==> src/rtl/shift_sequencer.sv <==
// Multi-cycle shift unit: SLL/SRL/SRA/ROL, one bit position per clock,
// with a Start/Busy/Done handshake towards the ALU control FSM.
module shift_sequencer #(
  parameter int unsigned WIDTH   = 16,
  parameter int unsigned SHAMT_W = 4
) (
  input  logic               Clock,
  input  logic               ResetN,
  input  logic               Start,
  input  logic               Abort,
  input  logic [1:0]         Op,
  input  logic [WIDTH-1:0]   A,
  input  logic [SHAMT_W-1:0] Shamt,
  output logic               Busy,
  output logic               Done,
  output logic [WIDTH-1:0]   Result
);

  localparam logic [1:0] ST_IDLE  = 2'd0;
  localparam logic [1:0] ST_SHIFT = 2'd1;
  localparam logic [1:0] ST_DONE  = 2'd2;

  localparam logic [1:0] OP_SLL = 2'b00;
  localparam logic [1:0] OP_SRL = 2'b01;
  localparam logic [1:0] OP_SRA = 2'b10;
  localparam logic [1:0] OP_ROL = 2'b11;

  logic [1:0]         state_q, state_nxt;
  logic [WIDTH-1:0]   work_q, work_nxt;
  logic [SHAMT_W-1:0] count_q, count_nxt;
  logic [1:0]         op_q, op_nxt;
  logic [WIDTH-1:0]   result_nxt;
  logic [WIDTH-1:0]   step_c;

  // One-bit step of the working register for the captured operation
  always_comb begin
    step_c = work_q;
    case (op_q)
      OP_SLL:  step_c = {work_q[WIDTH-2:0], 1'b0};
      OP_SRL:  step_c = {1'b0, work_q[WIDTH-1:1]};
      OP_SRA:  step_c = {work_q[WIDTH-1], work_q[WIDTH-1:1]};
      OP_ROL:  step_c = {work_q[WIDTH-2:0], work_q[WIDTH-1]};
      default: step_c = work_q;
    endcase
  end

  // Next-state and datapath update; Abort always wins over Start
  always_comb begin
    state_nxt  = state_q;
    work_nxt   = work_q;
    count_nxt  = count_q;
    op_nxt     = op_q;
    result_nxt = Result;
    case (state_q)
      ST_IDLE, ST_DONE: begin
        if (Start && !Abort) begin
          work_nxt  = A;
          op_nxt    = Op;
          count_nxt = Shamt;
          if (Shamt == '0) begin
            result_nxt = A;
            state_nxt  = ST_DONE;
          end else begin
            state_nxt  = ST_SHIFT;
          end
        end else begin
          state_nxt = ST_IDLE;
        end
      end
      ST_SHIFT: begin
        if (Abort) begin
          state_nxt = ST_IDLE;
        end else if (count_q == SHAMT_W'(1)) begin
          result_nxt = step_c;
          state_nxt  = ST_DONE;
        end else begin
          work_nxt  = step_c;
          count_nxt = count_q - SHAMT_W'(1);
        end
      end
      default: state_nxt = ST_IDLE;
    endcase
  end

  // State, datapath and registered handshake outputs
  always_ff @(posedge Clock or negedge ResetN) begin
    if (!ResetN) begin
      state_q <= ST_IDLE;
      work_q  <= '0;
      count_q <= '0;
      op_q    <= OP_SLL;
      Result  <= '0;
      Busy    <= 1'b0;
      Done    <= 1'b0;
    end else begin
      state_q <= state_nxt;
      work_q  <= work_nxt;
      count_q <= count_nxt;
      op_q    <= op_nxt;
      Result  <= result_nxt;
      Busy    <= (state_nxt == ST_SHIFT);
      Done    <= (state_nxt == ST_DONE);
    end
  end

endmodule

==> config.mk <==
export PLATFORM = sky130hd
export DESIGN_NAME = shift_sequencer
export DESIGN_NICKNAME = d
export VERILOG_FILES = /design/src/rtl/shift_sequencer.sv
export SDC_FILE = /design/constraint.sdc
export NUM_CORES = 1
export LEC_CHECK = 0
export ABC_AREA = 1
export CELL_PAD_IN_SITES_DETAIL_PLACEMENT = 0
export CELL_PAD_IN_SITES_GLOBAL_PLACEMENT = 2
export CORE_MARGIN = 4
export CORE_UTILIZATION = 26
export DETAILED_ROUTE_END_ITERATION = 8
export HOLD_SLACK_MARGIN = 0.03
export PLACE_DENSITY_LB_ADDON = 0.08
export SLEW_MARGIN = 20
export SYNTH_ARGS = -nofsm -noshare
export SYNTH_HDL_FRONTEND = slang
export SYNTH_SLANG_ARGS = --single-unit
==> constraint.sdc <==
create_clock -name Clock -period 1.4 [get_ports Clock]
set_clock_uncertainty 0.1 [all_clocks]
set_input_delay 0.28 -clock Clock [delete_from_list [all_inputs] [get_ports Clock]]
set_output_delay 0.28 -clock Clock [all_outputs]
set_load 0.01 [all_outputs]
==> results.toml, run 1 <==
[detailed_routing]
wl_per_cell_um = 13.5
via_per_inst = 4.35
dr.pass1.iters = 4
routed-via-count = 2172
drtAntennaViolNets = 0
drc = 0
wl_mm = 6.73
drt_iter0_drc = 61

[timing]
rsz0062_at_grt = "true"
slew_headroom_pct = 79.3
period_needed_ns = 1.46
maxSlewViolCount = 0
setup-tns-final_ns = -0.663
setup_viol = 34
fin_ws_ns = -0.0576
final_hold_viol_count = 0
holdWs_ns = 0.294
fmax_mhz = 686
fin_crit_sh_pct = 104
worst_slew_pin_slew_ns = 0.311

[logic_synthesis]
syn_area_per_cell_um2 = 7.23
synth_top_family_by_area = "simple AND/OR/NAND/NOR gates"
synth_compound_area_share_pct = 1.81
synth_xor_area_share_pct = 0
ys_ff_latch = 42
synth-simple-area-share_pct = 41.9
syn-cell-area_um2 = 2280
synthMuxAreaShare_pct = 0
yosys_warnings = 0
synth-adder-area-share_pct = 1.10
syn-num-nets = 343
synth_cell_types = 23
synth.yosys.seq_area_share_pct = 46.2
synthCells = 315

[clock_tree]
cts_tree = "built"
clk_path_buf_depth = 2
worstSkewPairLatency_ns = 0.30
clk_root_buffer_cell = "clkbuf_8"
cts.sinks = 42
clkTransAtPathRegs_ns = 0.09
numCtsBuffers = 5
h-tree-depth = 2

[setup_path]
required_ns = 1.50
cp_top_family = "simple AND/OR/NAND/NOR gates"
worst-path-buf-inv = 3
slowest_delay_ns = 0.39
critPathCaptureType = "register"
timing.critical_path.mode_cell = "nand2_2"
cp_cell_sequence = "inv_2, ha_4, nand2_2, nand2_2, nand2_2, nand2_4, inv_8, clkbuf_16, nand2_2, nand2_1"
crit_path_start_kind = "register"
path_class = "reg -> reg"
critPathArrivalTime_ns = 1.56
cp_slowest_cell = "dfrtp_1"
worstPathMaxFanout = 6

[die]
io_pins = 44
die_w_um = 102
rows = 33
start_util_pct = 27.2
dieArea_um2 = 10300
core_um2 = 8380
die_h_um = 102

[final_layout]
syn2layout_area_growth_pct = 48.2
antenna_cells = 0
nNetsFinal = 421
post-route-util_pct = 40.3
final_cells = 499
drive_above_1_share_pct = 25.6

[place]
io_buffers = 43
dpl.cell_count = 483
gp_congestion = 0.738
dp_hpwl_mm = 4.58

[grt]
track_usage_pct = 13.6
grt_pass1_vias = 2169
overflow = 0
grt_pass1_wl_mm = 10.8
grt_max_degree = 32
antenna_found_initial = 0

[outcome]
violations = "setup timing"
status = "finished, violations left"

[pwr]
power_density_nw_per_um2 = 1840
totalPowerFinal_mw = 6.23
leakage_nw = 1.85
irDropWorstVdd_v = 0.000577

[flow_run]
drv_cap = 0

[hold_path]
min_path_type = "in -> async"
[routing by layer]
layer | up-vias | track usage [%] | part of all wire, %
li1 | 1121 | - | -
met1 | 1008 | 18.0 | 47
met2 | 38 | 22.9 | 49
met3 | 5 | 2.41 | 3.3
met4 | 0 | 3.68 | 1.0
met5 | - | 0 | 0
[power by group]
part | switching (mW) | total [mW] | internal [mW]
registers | 0.296 | 1.99 | 1.70
logic | 1.61 | 3.00 | 1.39
clock network | 0.471 | 1.23 | 0.762
[state kept, by name (all words and copies together) (netlist names)]
signal   cells
Result      16
count_q      4
op_q         2
Busy         1
state_q      2
work_q      16
Done         1
[cells in the final DEF, fill, tap and decap left out, drive strengths merged, types with 4 or more instances in the layout]
| cell type | Yosys | final |
|---|---|---|
| nand2 | 176 | 176 |
| inv | 28 | 28 |
| o21ai | 4 | 4 |
| dfrtp | 42 | 42 |
| nand3 | 38 | 38 |
| buf | 11 | 40 |
| nor2 | 6 | 6 |
| clkdlybuf4s50 | 0 | 24 |
| dlygate4sd2 | 0 | 16 |
| clkbuf | 2 | 7 |
[cell families after synthesis]
kind of cell    Yosys count
compound gates            7
flops                    42
fa+ha+maj                 2
simple gates            223
buf+inv                  41
[synth_stat cells, drive strengths merged]
library cell	instances	area (µm²)
nand4	1	12.5
buf	11	91.3
nand3	38	200
o21ai	4	20.0
and2	1	6.26
nor2	6	32.5
or2	1	6.26
a21oi	1	8.76
dfrtp	42	1050
inv	28	108
clkbuf	2	7.51
ha	2	25.0
o22ai	2	12.5
nand2	176	696
[cell type report]
cell class,instances,area (µm²)
Sequential cell,42,1050
Multi-Input combinational cell,232,1130
Inverter,28,118
Clock buffer,6,82.6
Timing Repair Buffer,84,802
Clock inverter,2,60.1
Tap cell,105,131
Fill cell,903,5010
[worst reg2reg max path, cell delays in order (launching register included)]
cell	delay, ns
dfrtp_1	0.39
inv_2	0.08
ha_4	0.14
nand2_2	0.05
nand2_2	0.08
nand2_2	0.07
nand2_4	0.12
inv_8	0.06
clkbuf_16	0.16
nand2_2	0.06
nand2_1	0.05
[what timing repair did]
item,4_1_cts,5_1_grt
buffers inserted,2,4
gates resized for setup,28,42
pin swaps,1,11
cloned,0,1
hold endpoints to repair,11,0
hold buffers,1,0
setup endpoints to repair,39,40
[through the flow]
stage          setup slack (ns)  cell area (µm²)
2_1_floorplan            0.0428             2280
3_3_place_gp             -0.270             3020
3_5_place_dp             -0.272             3020
4_1_cts                 -0.0232             3200
5_1_grt                  -0.119             3370
6_report                -0.0576             3370
[final timing paths]
path / slack (ns) / endpoint / startpoint / cells past startpoint
min in group Clock: 0.38 / Result[5] / Result[5] / 2
max reg2reg: -0.06 / work_q[6] / count_q[1] / 10
max: -0.06 / work_q[6] / count_q[1] / 10
min reg2reg: 0.38 / Result[5] / Result[5] / 2
min: 0.29 / work_q[2] / ResetN / 2
max in group asynchronous: 0.43 / Result[13] / ResetN / 3
No activity file was read; power rests on OpenSTA's default activity.
==> inputs of run 2 (changes only) <==
ABC_AREA = default   (was 1)
CELL_PAD_IN_SITES_GLOBAL_PLACEMENT = 1   (was 2)
CORE_UTILIZATION = 35   (was 26)
==> results.toml, run 2 <==
[logic_synthesis]
syn-cell-area_um2 = 2200
synthMuxAreaShare_pct = 27.7
synth_cell_types = 32
yosys_warnings = 0
syn_area_per_cell_um2 = 12.5
synth_compound_area_share_pct = 9.05
synth_edf_count = 0
synth_top_area_share_pct = 47.8
synth.yosys.seq_area_share_pct = 47.8
ys.flop_type = "dfrtp_1"
synth-adder-area-share_pct = 1.14
ys_ff_latch = 42
synthCells = 176
syn-num-nets = 204
synth.cells.most_frequent = "dfrtp_1, mux2_4, nand2_1"
synth_xor_area_share_pct = 1.25
ys_async_sr_fraction_pct = 100
yosys-top-cells-area = "dfrtp_1, mux2_4, mux2i_1, mux2_1, nand2_1"
synth.most_common_cell = "dfrtp_1"
synth_top_family_by_area = "multiplexers"
yosysTopAreaCell = "dfrtp_1"
synth-simple-area-share_pct = 9.16

[grt]
overflow = 0
antenna_found_initial = 0
grt_max_degree = 43
track_usage_pct = 14.2
grt_pass1_wl_mm = 8.36
grt_pass1_vias = 1687

[detailed_routing]
drc = 0
drt_iter0_drc = 62
routed-via-count = 1605
dr.pass1.iters = 6
drtAntennaViolNets = 0
via_per_inst = 5.00
wl_per_cell_um = 15.7
wl_mm = 5.04

[setup_path]
worstPathMaxFanout = 8
crit_path_start_kind = "register"
cp_top_family = "simple AND/OR/NAND/NOR gates"
slowest_delay_ns = 0.41
cp_slowest_cell = "dfrtp_1"
critPathCaptureType = "register"
required_ns = 1.49
critPathArrivalTime_ns = 1.92
cp_cell_sequence = "ha_4, nor3b_4, o21ai_2, nor2b_4, clkbuf_16, mux2_4"
path_class = "reg -> reg"
worst-path-buf-inv = 1

[clock_tree]
numCtsBuffers = 5
cts.sinks = 42
cts_tree = "built"
clk_path_buf_depth = 2
worstSkewPairLatency_ns = 0.29
clk_root_buffer_cell = "clkbuf_8"
clkTransAtPathRegs_ns = 0.08
h-tree-depth = 2

[place]
io_buffers = 43
dpl.cell_count = 306
gp_congestion = 0.770
placed_area_um2 = 2910
dp_hpwl_mm = 3.49
preCtsSetupSlack_ns = -0.765

[timing]
fmax_mhz = 547
worst_slew_pin_slew_ns = 0.297
rsz0062_at_grt = "true"
maxSlewViolCount = 0
period_needed_ns = 1.83
fin_crit_sh_pct = 131
fin_ws_ns = -0.430
setup_viol = 38
slew_headroom_pct = 80.0
final_hold_viol_count = 0

[final_layout]
layout_commonest_cell = "dfrtp_1"
fill_cells = 551
top_regs = "Result (16), work_q (16), count_q (4)"
antenna_cells = 0
syn2layout_area_growth_pct = 42.2
drive_above_1_share_pct = 36.2
nNetsFinal = 273
final_cell_mix = "dfrtp_1, mux2_4, clkdlybuf4s50_1, buf_4, dlygate4sd2_1"
multiInputGateArea_um2 = 1170
stdcell_area_um2 = 3130
seq_area_um2 = 1050
post-route-util_pct = 52.2
final_cells = 321

[flow_run]
drv_cap = 0

[hold_path]
min_path_type = "in -> async"

[pwr]
power_density_nw_per_um2 = 1580
totalPowerFinal_mw = 4.94
irDropWorstVdd_v = 0.000905
leakage_nw = 1.49

[outcome]
violations = "setup timing"
status = "finished, violations left"

[die]
dieArea_um2 = 7610
io_pins = 44
die_h_um = 87.3
start_util_pct = 36.7
die_w_um = 87.3
core_um2 = 5990
rows = 28
[run 2: changes by cell type after synthesis, sizes merged, moves of 8 or more]
cell | before | now
mux2i | 0 | 15
o21ai | 4 | 17
mux2 | 0 | 34
nand3 | 38 | 2
nand2 | 176 | 17
a21oi | 1 | 9
inv | 28 | 4
[run 2: worst register-to-register path, stage by stage (launching register included)]
cell and delay [ns]:
dfrtp_1 0.41, ha_4 0.17, nor3b_4 0.16, o21ai_2 0.13, nor2b_4 0.25, clkbuf_16 0.21
mux2_4 0.30
[run 2: report_power, final]
group | leakage, nW | switching (mW) | internal [mW]
Clock | 0.0441 | 0.428 | 0.350
Sequential | 0.517 | 0.343 | 1.66
Combinational | 0.926 | 0.827 | 1.33
[run 2: path summary, 6_finish.rpt]
path	endpoint	slack, ns	from	cells after the start
setup / recovery	work_q[2]	-0.43	count_q[0]	6
hold / removal	count_q[1]	0.38	ResetN	3
setup reg to reg	work_q[2]	-0.43	count_q[0]	6
hold reg to reg	Result[9]	0.41	Result[9]	1
max in group asynchronous	state_q[1]	0.61	ResetN	3
min in group Clock	Result[9]	0.41	Result[9]	1
[run 2: through the flow]
stage          hold WS, ns  setup TNS (ns)
3_3_place_gp         0.172          -21.18
6_report             0.381          -13.53
5_1_grt              0.399          -16.26
4_1_cts              0.390          -13.85
2_1_floorplan       -0.116          -11.08
3_5_place_dp         0.173          -22.21
[run 2: per-layer routing]
| metal | GRT usage [%] | part of all wire (%) | up-vias |
|---|---|---|---|
| met5 | 0 | 0 | - |
| met4 | 5.02 | 1.1 | 0 |
| met3 | 3.12 | 4.8 | 6 |
| met2 | 22.7 | 47 | 42 |
| met1 | 18.9 | 47 | 796 |
| li1 | - | - | 761 |
[run 2: cell families after synthesis]
logic type,count (synthesis)
buf+inv,14
simple gates,36
fa+ha+maj,2
flops,42
compound gates,32
mux,49
xor+xnor,1
[run 2: cell type report]
type | count | share of cell area (%)
Clock buffer | 5 | 2.20
Clock inverter | 3 | 0.680
Multi-Input combinational cell | 120 | 37.4
Tap cell | 75 | 3.00
Sequential cell | 42 | 33.7
Inverter | 4 | 0.480
Timing Repair Buffer | 72 | 22.6
[run 2: what timing repair did]
action | CTS | global route
hold buffers | 1 | 0
pin swaps | 4 | 3
buffers inserted | 4 | 3
endpoints found under the hold margin | 42 | 0
gates cloned | 0 | 1
endpoints found under the setup margin | 57 | 42
resized for setup | 35 | 7
